[config.mk]
export PLATFORM = sky130hd
export DESIGN_NAME = bru_resolve
export DESIGN_NICKNAME = d
export VERILOG_FILES = /design/src/rtl/bru_resolve_pkg.sv /design/src/rtl/bru_cmp.sv /design/src/rtl/bru_resolve.sv
export SDC_FILE = /design/constraint.sdc
export NUM_CORES = 1
export LEC_CHECK = 0
export BUFFER_PORTS_ARGS = -buffer_cell sky130_fd_sc_hd__buf_2
export CELL_PAD_IN_SITES_DETAIL_PLACEMENT = 1
export CELL_PAD_IN_SITES_GLOBAL_PLACEMENT = 2
export CORE_ASPECT_RATIO = 0.8
export CORE_MARGIN = 2
export CORE_UTILIZATION = 32
export CTS_CLUSTER_DIAMETER = 120
export DETAILED_ROUTE_END_ITERATION = 6
export HOLD_SLACK_MARGIN = 0.05
export PLACE_DENSITY_LB_ADDON = 0.1
export SKIP_LAST_GASP = 1
export SLEW_MARGIN = 20
export SYNTH_ARGS = -nofsm -noshare
export SYNTH_HDL_FRONTEND = slang
export SYNTH_HIERARCHICAL = 1
export SYNTH_SLANG_ARGS = --single-unit
[constraint.sdc]
create_clock -name clk -period 3.33 [get_ports clk]
set_clock_uncertainty 0.05 [all_clocks]
set_input_delay 0.666 -clock clk [delete_from_list [all_inputs] [get_ports clk]]
set_output_delay 0.666 -clock clk [all_outputs]
set_load 0.02 [all_outputs]
[src/rtl/bru_resolve_pkg.sv]
// Shared opcode/funct3 encodings, FSM states and immediate decoders for the
// EX-stage branch resolution unit.
package bru_resolve_pkg;

  localparam logic [6:0] INST_TYPE_B = 7'b1100011;
  localparam logic [6:0] INST_JAL    = 7'b1101111;
  localparam logic [6:0] INST_JALR   = 7'b1100111;

  localparam logic [2:0] INST_BEQ  = 3'b000;
  localparam logic [2:0] INST_BNE  = 3'b001;
  localparam logic [2:0] INST_BLT  = 3'b100;
  localparam logic [2:0] INST_BGE  = 3'b101;
  localparam logic [2:0] INST_BLTU = 3'b110;
  localparam logic [2:0] INST_BGEU = 3'b111;

  localparam logic        JUMP_ENABLE  = 1'b1;
  localparam logic        JUMP_DISABLE = 1'b0;
  localparam logic [31:0] ZERO_WORD    = 32'h0;

  typedef enum logic [1:0] {
    BRU_IDLE  = 2'd0,
    BRU_REDIR = 2'd1,
    BRU_FLUSH = 2'd2
  } bru_state_e;

  function automatic logic [31:0] imm_b(input logic [31:0] inst);
    return {{19{inst[31]}}, inst[31], inst[7], inst[30:25], inst[11:8], 1'b0};
  endfunction

  function automatic logic [31:0] imm_j(input logic [31:0] inst);
    return {{11{inst[31]}}, inst[31], inst[19:12], inst[20], inst[30:21], 1'b0};
  endfunction

  function automatic logic [31:0] imm_i(input logic [31:0] inst);
    return {{20{inst[31]}}, inst[31:20]};
  endfunction

endpackage

[src/rtl/bru_cmp.sv]
// Combinational branch condition evaluator: funct3 selects the comparison.
module bru_cmp
  import bru_resolve_pkg::*;
#(
  parameter int unsigned DATA_W = 32
) (
  input  logic [DATA_W-1:0] rs1,
  input  logic [DATA_W-1:0] rs2,
  input  logic [2:0]        funct3,
  output logic              taken
);

  always_comb begin
    taken = JUMP_DISABLE;
    case (funct3)
      INST_BEQ:  taken = (rs1 == rs2);
      INST_BNE:  taken = (rs1 != rs2);
      INST_BLT:  taken = ($signed(rs1) <  $signed(rs2));
      INST_BGE:  taken = ($signed(rs1) >= $signed(rs2));
      INST_BLTU: taken = (rs1 <  rs2);
      INST_BGEU: taken = (rs1 >= rs2);
      default:   taken = JUMP_DISABLE;
    endcase
  end

endmodule

[src/rtl/bru_resolve.sv]
// EX-stage branch resolution: checks the static prediction, issues a redirect
// and a multi-cycle flush on mispredict. Optional counters: BRU_PERF_CNT_EN.
module bru_resolve
  import bru_resolve_pkg::*;
#(
  parameter int unsigned ADDR_W       = 32,
  parameter int unsigned DATA_W       = 32,
  parameter int unsigned FLUSH_CYCLES = 2
) (
  input  logic              clk,
  input  logic              rst,
  input  logic              ex_valid_i,
  input  logic              stall_i,
  input  logic [31:0]       ex_inst_i,
  input  logic [ADDR_W-1:0] ex_instaddr_i,
  input  logic [DATA_W-1:0] ex_rs1_i,
  input  logic [DATA_W-1:0] ex_rs2_i,
  input  logic              ex_prd_jump_en_i,
  input  logic [ADDR_W-1:0] ex_prd_target_i,
  output logic              redirect_en_o,
  output logic [ADDR_W-1:0] redirect_addr_o,
  output logic              flush_o,
  output logic              busy_o,
  output logic [31:0]       br_cnt_o,
  output logic [31:0]       mispred_cnt_o
);

  localparam int unsigned CNT_W = (FLUSH_CYCLES > 1) ? $clog2(FLUSH_CYCLES) : 1;

  bru_state_e        state;
  logic [CNT_W-1:0]  flush_cnt;

  logic [6:0]        opcode;
  logic [2:0]        funct3;
  logic              cmp_taken;
  logic              is_ctrl;
  logic              act_taken;
  logic [ADDR_W-1:0] act_target;
  logic [ADDR_W-1:0] pc_plus4;
  logic              eval;
  logic              mispredict;
  logic [ADDR_W-1:0] fix_addr;

  assign opcode   = ex_inst_i[6:0];
  assign funct3   = ex_inst_i[14:12];
  assign pc_plus4 = ex_instaddr_i + ADDR_W'(4);

  bru_cmp #(.DATA_W(DATA_W)) u_cmp (
    .rs1    (ex_rs1_i),
    .rs2    (ex_rs2_i),
    .funct3 (funct3),
    .taken  (cmp_taken)
  );

  // Actual outcome and target; all sums wrap modulo 2^ADDR_W.
  always_comb begin
    is_ctrl    = 1'b0;
    act_taken  = JUMP_DISABLE;
    act_target = '0;
    case (opcode)
      INST_TYPE_B: begin
        is_ctrl    = 1'b1;
        act_taken  = cmp_taken;
        act_target = ex_instaddr_i + ADDR_W'(signed'(imm_b(ex_inst_i)));
      end
      INST_JAL: begin
        is_ctrl    = 1'b1;
        act_taken  = JUMP_ENABLE;
        act_target = ex_instaddr_i + ADDR_W'(signed'(imm_j(ex_inst_i)));
      end
      INST_JALR: begin
        is_ctrl    = 1'b1;
        act_taken  = JUMP_ENABLE;
        act_target = (ADDR_W'(ex_rs1_i) + ADDR_W'(signed'(imm_i(ex_inst_i))))
                     & ~ADDR_W'(1);
      end
      default: begin
        is_ctrl    = 1'b0;
        act_taken  = JUMP_DISABLE;
        act_target = '0;
      end
    endcase
  end

  assign eval       = ex_valid_i && !stall_i && (state == BRU_IDLE);
  assign mispredict = is_ctrl && ((act_taken != ex_prd_jump_en_i) ||
                      (act_taken && (act_target != ex_prd_target_i)));
  assign fix_addr   = act_taken ? act_target : pc_plus4;

  // Redirect/flush sequencer; wrong-path instructions are ignored outside IDLE.
  always_ff @(posedge clk or posedge rst) begin
    if (rst) begin
      state           <= BRU_IDLE;
      flush_cnt       <= '0;
      redirect_en_o   <= 1'b0;
      redirect_addr_o <= '0;
      flush_o         <= 1'b0;
      busy_o          <= 1'b0;
    end else begin
      case (state)
        BRU_IDLE: begin
          if (eval && mispredict) begin
            state           <= BRU_REDIR;
            redirect_en_o   <= JUMP_ENABLE;
            redirect_addr_o <= fix_addr;
            flush_o         <= 1'b1;
            busy_o          <= 1'b1;
          end
        end
        BRU_REDIR: begin
          redirect_en_o <= 1'b0;
          if (FLUSH_CYCLES > 1) begin
            state     <= BRU_FLUSH;
            flush_cnt <= CNT_W'(FLUSH_CYCLES - 1);
          end else begin
            state   <= BRU_IDLE;
            flush_o <= 1'b0;
            busy_o  <= 1'b0;
          end
        end
        BRU_FLUSH: begin
          if (flush_cnt <= CNT_W'(1)) begin
            state     <= BRU_IDLE;
            flush_cnt <= '0;
            flush_o   <= 1'b0;
            busy_o    <= 1'b0;
          end else begin
            flush_cnt <= flush_cnt - CNT_W'(1);
          end
        end
        default: begin
          state         <= BRU_IDLE;
          flush_cnt     <= '0;
          redirect_en_o <= 1'b0;
          flush_o       <= 1'b0;
          busy_o        <= 1'b0;
        end
      endcase
    end
  end

`ifdef BRU_PERF_CNT_EN
  // Saturating resolved-transfer and mispredict counters.
  always_ff @(posedge clk or posedge rst) begin
    if (rst) begin
      br_cnt_o      <= ZERO_WORD;
      mispred_cnt_o <= ZERO_WORD;
    end else if (eval && is_ctrl) begin
      if (br_cnt_o != 32'hFFFF_FFFF) begin
        br_cnt_o <= br_cnt_o + 32'd1;
      end
      if (mispredict && (mispred_cnt_o != 32'hFFFF_FFFF)) begin
        mispred_cnt_o <= mispred_cnt_o + 32'd1;
      end
    end
  end
`else
  assign br_cnt_o      = ZERO_WORD;
  assign mispred_cnt_o = ZERO_WORD;
`endif

endmodule

== Word level (Yosys, flattened, before mapping) ==
Index checks and enable logic that the tools add are counted.
W data, S select, Z words.
Word-level totals
  output and inout port bits: 99
  register bits: 37
  input bits: 165
  word-level logic and storage cells: 62
Operators by class
  equality and inequality tests: 16
  multiplexer cells: 14
  reduce and logical (&&, ||, !) cells: 15
  bitwise gates (word level): 2
  add/subtract/negate cells: 5
  $lt $le $gt $ge: 5
Operator list (count)
  $add A32 B32 Y32: 3
  $pmux W32 S3: 1
  $ge A32 B32 Y1: 2
  $lt A32 B32 Y1: 2
  $ne A32 B32 Y1: 2
  $add A32 B3 Y32 const B: 1
  $eq A32 B32 Y1: 1
  $mux W32: 1
  $eq A7 B7 Y1 const B: 3
  $eq A3 B3 Y1 const B: 4
  $pmux W1 S3: 2
  $pmux W1 S6: 1
  $pmux W2 S3: 1
  $reduce_and A2 Y1: 3
  $logic_and A1 B1 Y1: 5
  $mux W1: 4
  $mux W2: 2
  $pmux W1 S2: 2
  $eq A3 B1 Y1 const B: 1
  $logic_not A3 Y1: 1
  $reduce_and A3 Y1: 1
  $reduce_or A3 Y1: 1
  $eq A2 B1 Y1 const B: 1
  $eq A2 B2 Y1 const B: 1
  other kinds (10): 11

== Depth between registers and ports, before layout ==
  depth after elaboration: 9
  mapped depth: 22
  gate-level depth less buffers: 20

== By module ==
Netlist, hierarchy kept.
Modules (own cells, without submodules)
  bru_resolve: times used 1, seq. area each 900.9 sq um, cells each 1039, area each 7752.4 sq um
  bru_cmp: times used 1, seq. area each 0.0 sq um, cells each 128, area each 923.4 sq um

== Worst setup path before layout ==
OpenSTA, ideal clock, no wires.
  kind: input-to-reg
  start point: in ex_inst_i[4]
  end point: reg redirect_addr_o[1]
  data required time: 3.155 ns
  slack: -2.297 ns
  data arrival time: 5.452 ns
  path buffers: 3
  setup time: 0.125 ns
  stages on the path: 20
  path through: and4b_1 clkbuf_1 nand2_1 nor2_1 clkbuf_1 mux2_2 ha_1 nor2b_1 o211ai_1 a211oi_2 o21ai_0 nor3b_1 or3_1 a221oi_2 o211ai_1 nor4_1 nand4_1 o31ai_4 buf_6 mux2_4
Between the ends
  word-level cells in the longest chain between the ends: 8
  elaborated cells between the ends (all ways): 16
  those cells by class: 5 x eq/ne; 4 x mux; 7 x reduce/logical
RTL lines
  from (decl): line bru_resolve.sv:14  | input logic [31:0] ex_inst_i,
  $eq A7 B7 Y1: line bru_resolve.sv:60  | case (opcode)
  $pmux W32 S3 or $reduce_or A2 Y1 (tied branches)
  $ne A32 B32 Y1 or $pmux W1 S2 (tied branches): line bru_resolve.sv:87, bru_resolve.sv:60
  $logic_and A1 B1 Y1 or $ne A1 B1 Y1 (tied branches): line bru_resolve.sv:87, bru_resolve.sv:86
  $logic_or A1 B1 Y1: line bru_resolve.sv:86  | assign mispredict = is_ctrl && ((act_taken != ex_prd_jump_en_i) ||
  $logic_and A1 B1 Y1: line bru_resolve.sv:86
  $logic_and A1 B1 Y1: line bru_resolve.sv:102  | if (eval && mispredict) begin
  $reduce_and A2 Y1 (no source line)
  to (signal assigned): line bru_resolve.sv:105  | redirect_addr_o <= fix_addr;
  to (decl): line bru_resolve.sv:21  | output logic [ADDR_W-1:0] redirect_addr_o,
Parallel ways exist; a longest one is shown, timed or not.
A chain may end at the register's enable or synchronous reset.

== Final worst setup path ==
  start point: in ex_inst_i[4]
  end point: reg redirect_addr_o[25]
Same word-level chain as after synthesis.

==> flow_summary.json <==
{
  "rsz0062_at_grt": "true",
  "drive_gt1_share_pct": 41.32,
  "syn_area_mm2": 0.008676,
  "port_buffers": 199,
  "end_kind": "flop",
  "insertion_delay_ps": 280,
  "drt-total-wl_um": 36860,
  "fp.dieW_um": 188.1,
  "async_flop_share_pct": 100.0,
  "yosysTopAreaCellShare_pct": 13.84,
  "vias": 10520,
  "slew_headroom_pct": 46.33,
  "coreArea_mm2": 0.02646,
  "n_antenna_cell": 0,
  "slew_violations": 0,
  "cpPeakStageDelay_ps": 340,
  "cts-root-buf": "clkbuf_16",
  "cts_buffer_depth": 2,
  "r2r_slack_ps": 1110,
  "fin_crit_sh_pct": 156.5,
  "area_growth_pct": 53.12,
  "setup_viol": 35,
  "hpwl_um": 31800,
  "grt_pass1_vias": 10690,
  "drv_cap": 0,
  "yosysWarnings": 6,
  "min_period_ps": 5212,
  "yosys_register_bits": 36,
  "wl_per_cell_um": 17.87,
  "p_leak_nw": 6.720,
  "fin_nets": 1968,
  "pin_count": 264,
  "hp-class": "flop to flop",
  "route.met3.wl_um": 1530,
  "highest_layer": "met4",
  "vias_per_cell": 5.098,
  "synth_flop_cell": "dfrtp_1",
  "crit_top_cell": "buf_4",
  "htree_levels": 2,
  "cts_sinks": 36,
  "worst_pin_slew_ps": 803.3,
  "final_area_mm2": 0.01328,
  "placed_cell_area_mm2": 0.01250,
  "syn_area_per_cell_um2": 7.434,
  "start_util_pct": 32.79,
  "clk_pin_slew_ps": 50,
  "synth_edf_count": 0,
  "synth-seq-area-share_pct": 10.38,
  "ant_nets": 0,
  "power_mw": 3.059,
  "cp_max_fo": 8,
  "rows": 53,
  "track_usage_pct": 25.31,
  "dr.pass1.iters": 5,
  "die_area_mm2": 0.02845,
  "globalplace.congestion": 0.9154,
  "yosysTopAreaCell": "ha_1",
  "start_kind": "input port",
  "failed_checks": "negative setup slack",
  "cts_hold_buf": 0,
  "drt-met1-wl_um": 19030,
  "drt_iter0_markers": 487,
  "worstSetupPathType": "input port to flop",
  "die_h_um": 151.3,
  "outcome": "finished with violations",
  "grt_max_degree": 62,
  "grt_overflow": 0,
  "critPathRequiredTime_ps": 3440,
  "wl_met2_um": 15820,
  "final_util_pct": 50.21,
  "antenna_found_initial": 0,
  "max_clock_freq_mhz": 191.9,
  "drc": 0,
  "cts_tree": "yes",
  "grt_pass1_wl_um": 57070,
  "synthTopCellsByArea": "ha_1 (14%), dfrtp_1 (10%), buf_4 (5.7%)",
  "cts_made_buffers": 5,
  "cp_slowest_cell": "mux2_2",
  "syn_inst": 1167,
  "power_density_mw_per_mm2": 230.3,
  "ir_worst_vdd_v": 0.0002915,
  "hold_violations": 0,
  "setup_ws_ps": -1882,
  "synth.distinct_cells": 82,
  "worst_ep_arrival_time_ps": 5320
}
[metrics by stage]
stage                     std cells  TNS (ps)  hold slack (ps)  worst slack, ps
after floorplan                1230    -58720            370.3            -1728
after global placement         2043    -74680            389.4            -2178
after detailed placement       2043    -80390            413.7            -2343
after CTS                      2060    -62190            420.4            -1870
after global routing           2063    -72600            444.1            -2129
final                          2063    -63870            416.8            -1882
[critical path: cells and delay by family]
kind                     cells  cell delay (ps)
AO/OA/AOI/OAI                7             1620
XOR/XNOR                     2              260
AND/OR/NAND/NOR              7              910
adder cells (fa/ha/maj)      1              280
multiplexers                 1              340
buffers and inverters        8             1230
[final timing paths]
path	start	endpoint	cells after the start
min in group asynchronous	rst	redirect_addr_o[15]	3
hold / removal	state[1]	state[1]	1
setup reg to reg	state[1]	redirect_addr_o[21]	8
setup / recovery	ex_inst_i[4]	redirect_addr_o[25]	26
hold reg to reg	state[1]	state[1]	1
max in group asynchronous	rst	redirect_addr_o[28]	3
[cell usage in the layout, fill, tap and decap left out, types with 8 or more instances in the layout]
master / instances
a211oi_1: 10
nand3_1: 44
a22oi_1: 11
inv_1: 53
nor3_1: 23
nand4_1: 29
nand2b_1: 12
o21a_1: 15
ha_1: 75
xnor2_1: 52
o21ai_0: 68
ha_4: 21
xor2_1: 36
a21oi_1: 90
and2_1: 8
a31oi_1: 12
dfrtp_1: 36
mux2_2: 10
and3_1: 13
buf_4: 371
nand2_1: 99
nor2_1: 82
mux2_4: 27
conb_1: 64
mux2i_1: 16
a21o_1: 33
o211ai_1: 14
buf_2: 194
[registers in the layout (all words and copies together) (netlist names)]
name and flops:
redirect_en_o 1, state 2, redirect_addr_o 32, busy_o 1
[kinds of logic after synthesis]
| group | count (synthesis) | synth area share [%] |
|---|---|---|
| compound gates | 341 | 25.83 |
| xor+xnor | 88 | 8.884 |
| fa+ha+maj | 98 | 14.31 |
| buf+inv | 170 | 10.64 |
| flops | 36 | 10.38 |
| mux | 53 | 7.730 |
| other cells | 1 | 0.04322 |
| simple gates | 380 | 22.18 |
[cells in the mapped netlist, types with 32 or more instances]
master and instances:
clkbuf_1 32, inv_1 60, xnor2_1 52, buf_4 66
o21ai_0 70, nand2_1 100, ha_1 96, nor2_1 83
a21o_1 33, nand3_1 44, a21oi_1 92, dfrtp_1 36
xor2_1 36
[routing by layer]
metal | global-route usage (%) | vias to the layer above
li1 | - | 5236
met1 | 37.29 | 4976
met2 | 40.72 | 280
met3 | 1.321 | 26
met4 | 5.315 | 0
met5 | 0 | -
[timing repair]
| item | in CTS | in global routing |
|---|---|---|
| endpoints found under the hold margin | 0 | 0 |
| cloned | 2 | 1 |
| setup buffers | 7 | 2 |
| endpoints found under the setup margin | 35 | 35 |
| gates resized for setup | 30 | 45 |
| pin swaps | 10 | 8 |
[power breakdown]
part / internal, mW / total (mW) / switching [mW] / leakage (nW)
clock: 0.352 / 0.529 / 0.177 / 0.0808
combinational: 0.960 / 2.02 / 1.06 / 6.17
sequential: 0.485 / 0.514 / 0.0290 / 0.472
total: 1.80 / 3.06 / 1.26 / 6.72
[layout make-up]
type	count	area (um^2)
fillers	3410	13180
well taps	357	446.7
flip-flops and latches	36	900.9
inverters	60	227.7
multi-input cells	1024	7570
clock buffers	6	128.9
repair buffers	578	3975
clock inverters	2	35.03
Note: power is estimated with default switching activity, not from simulation.
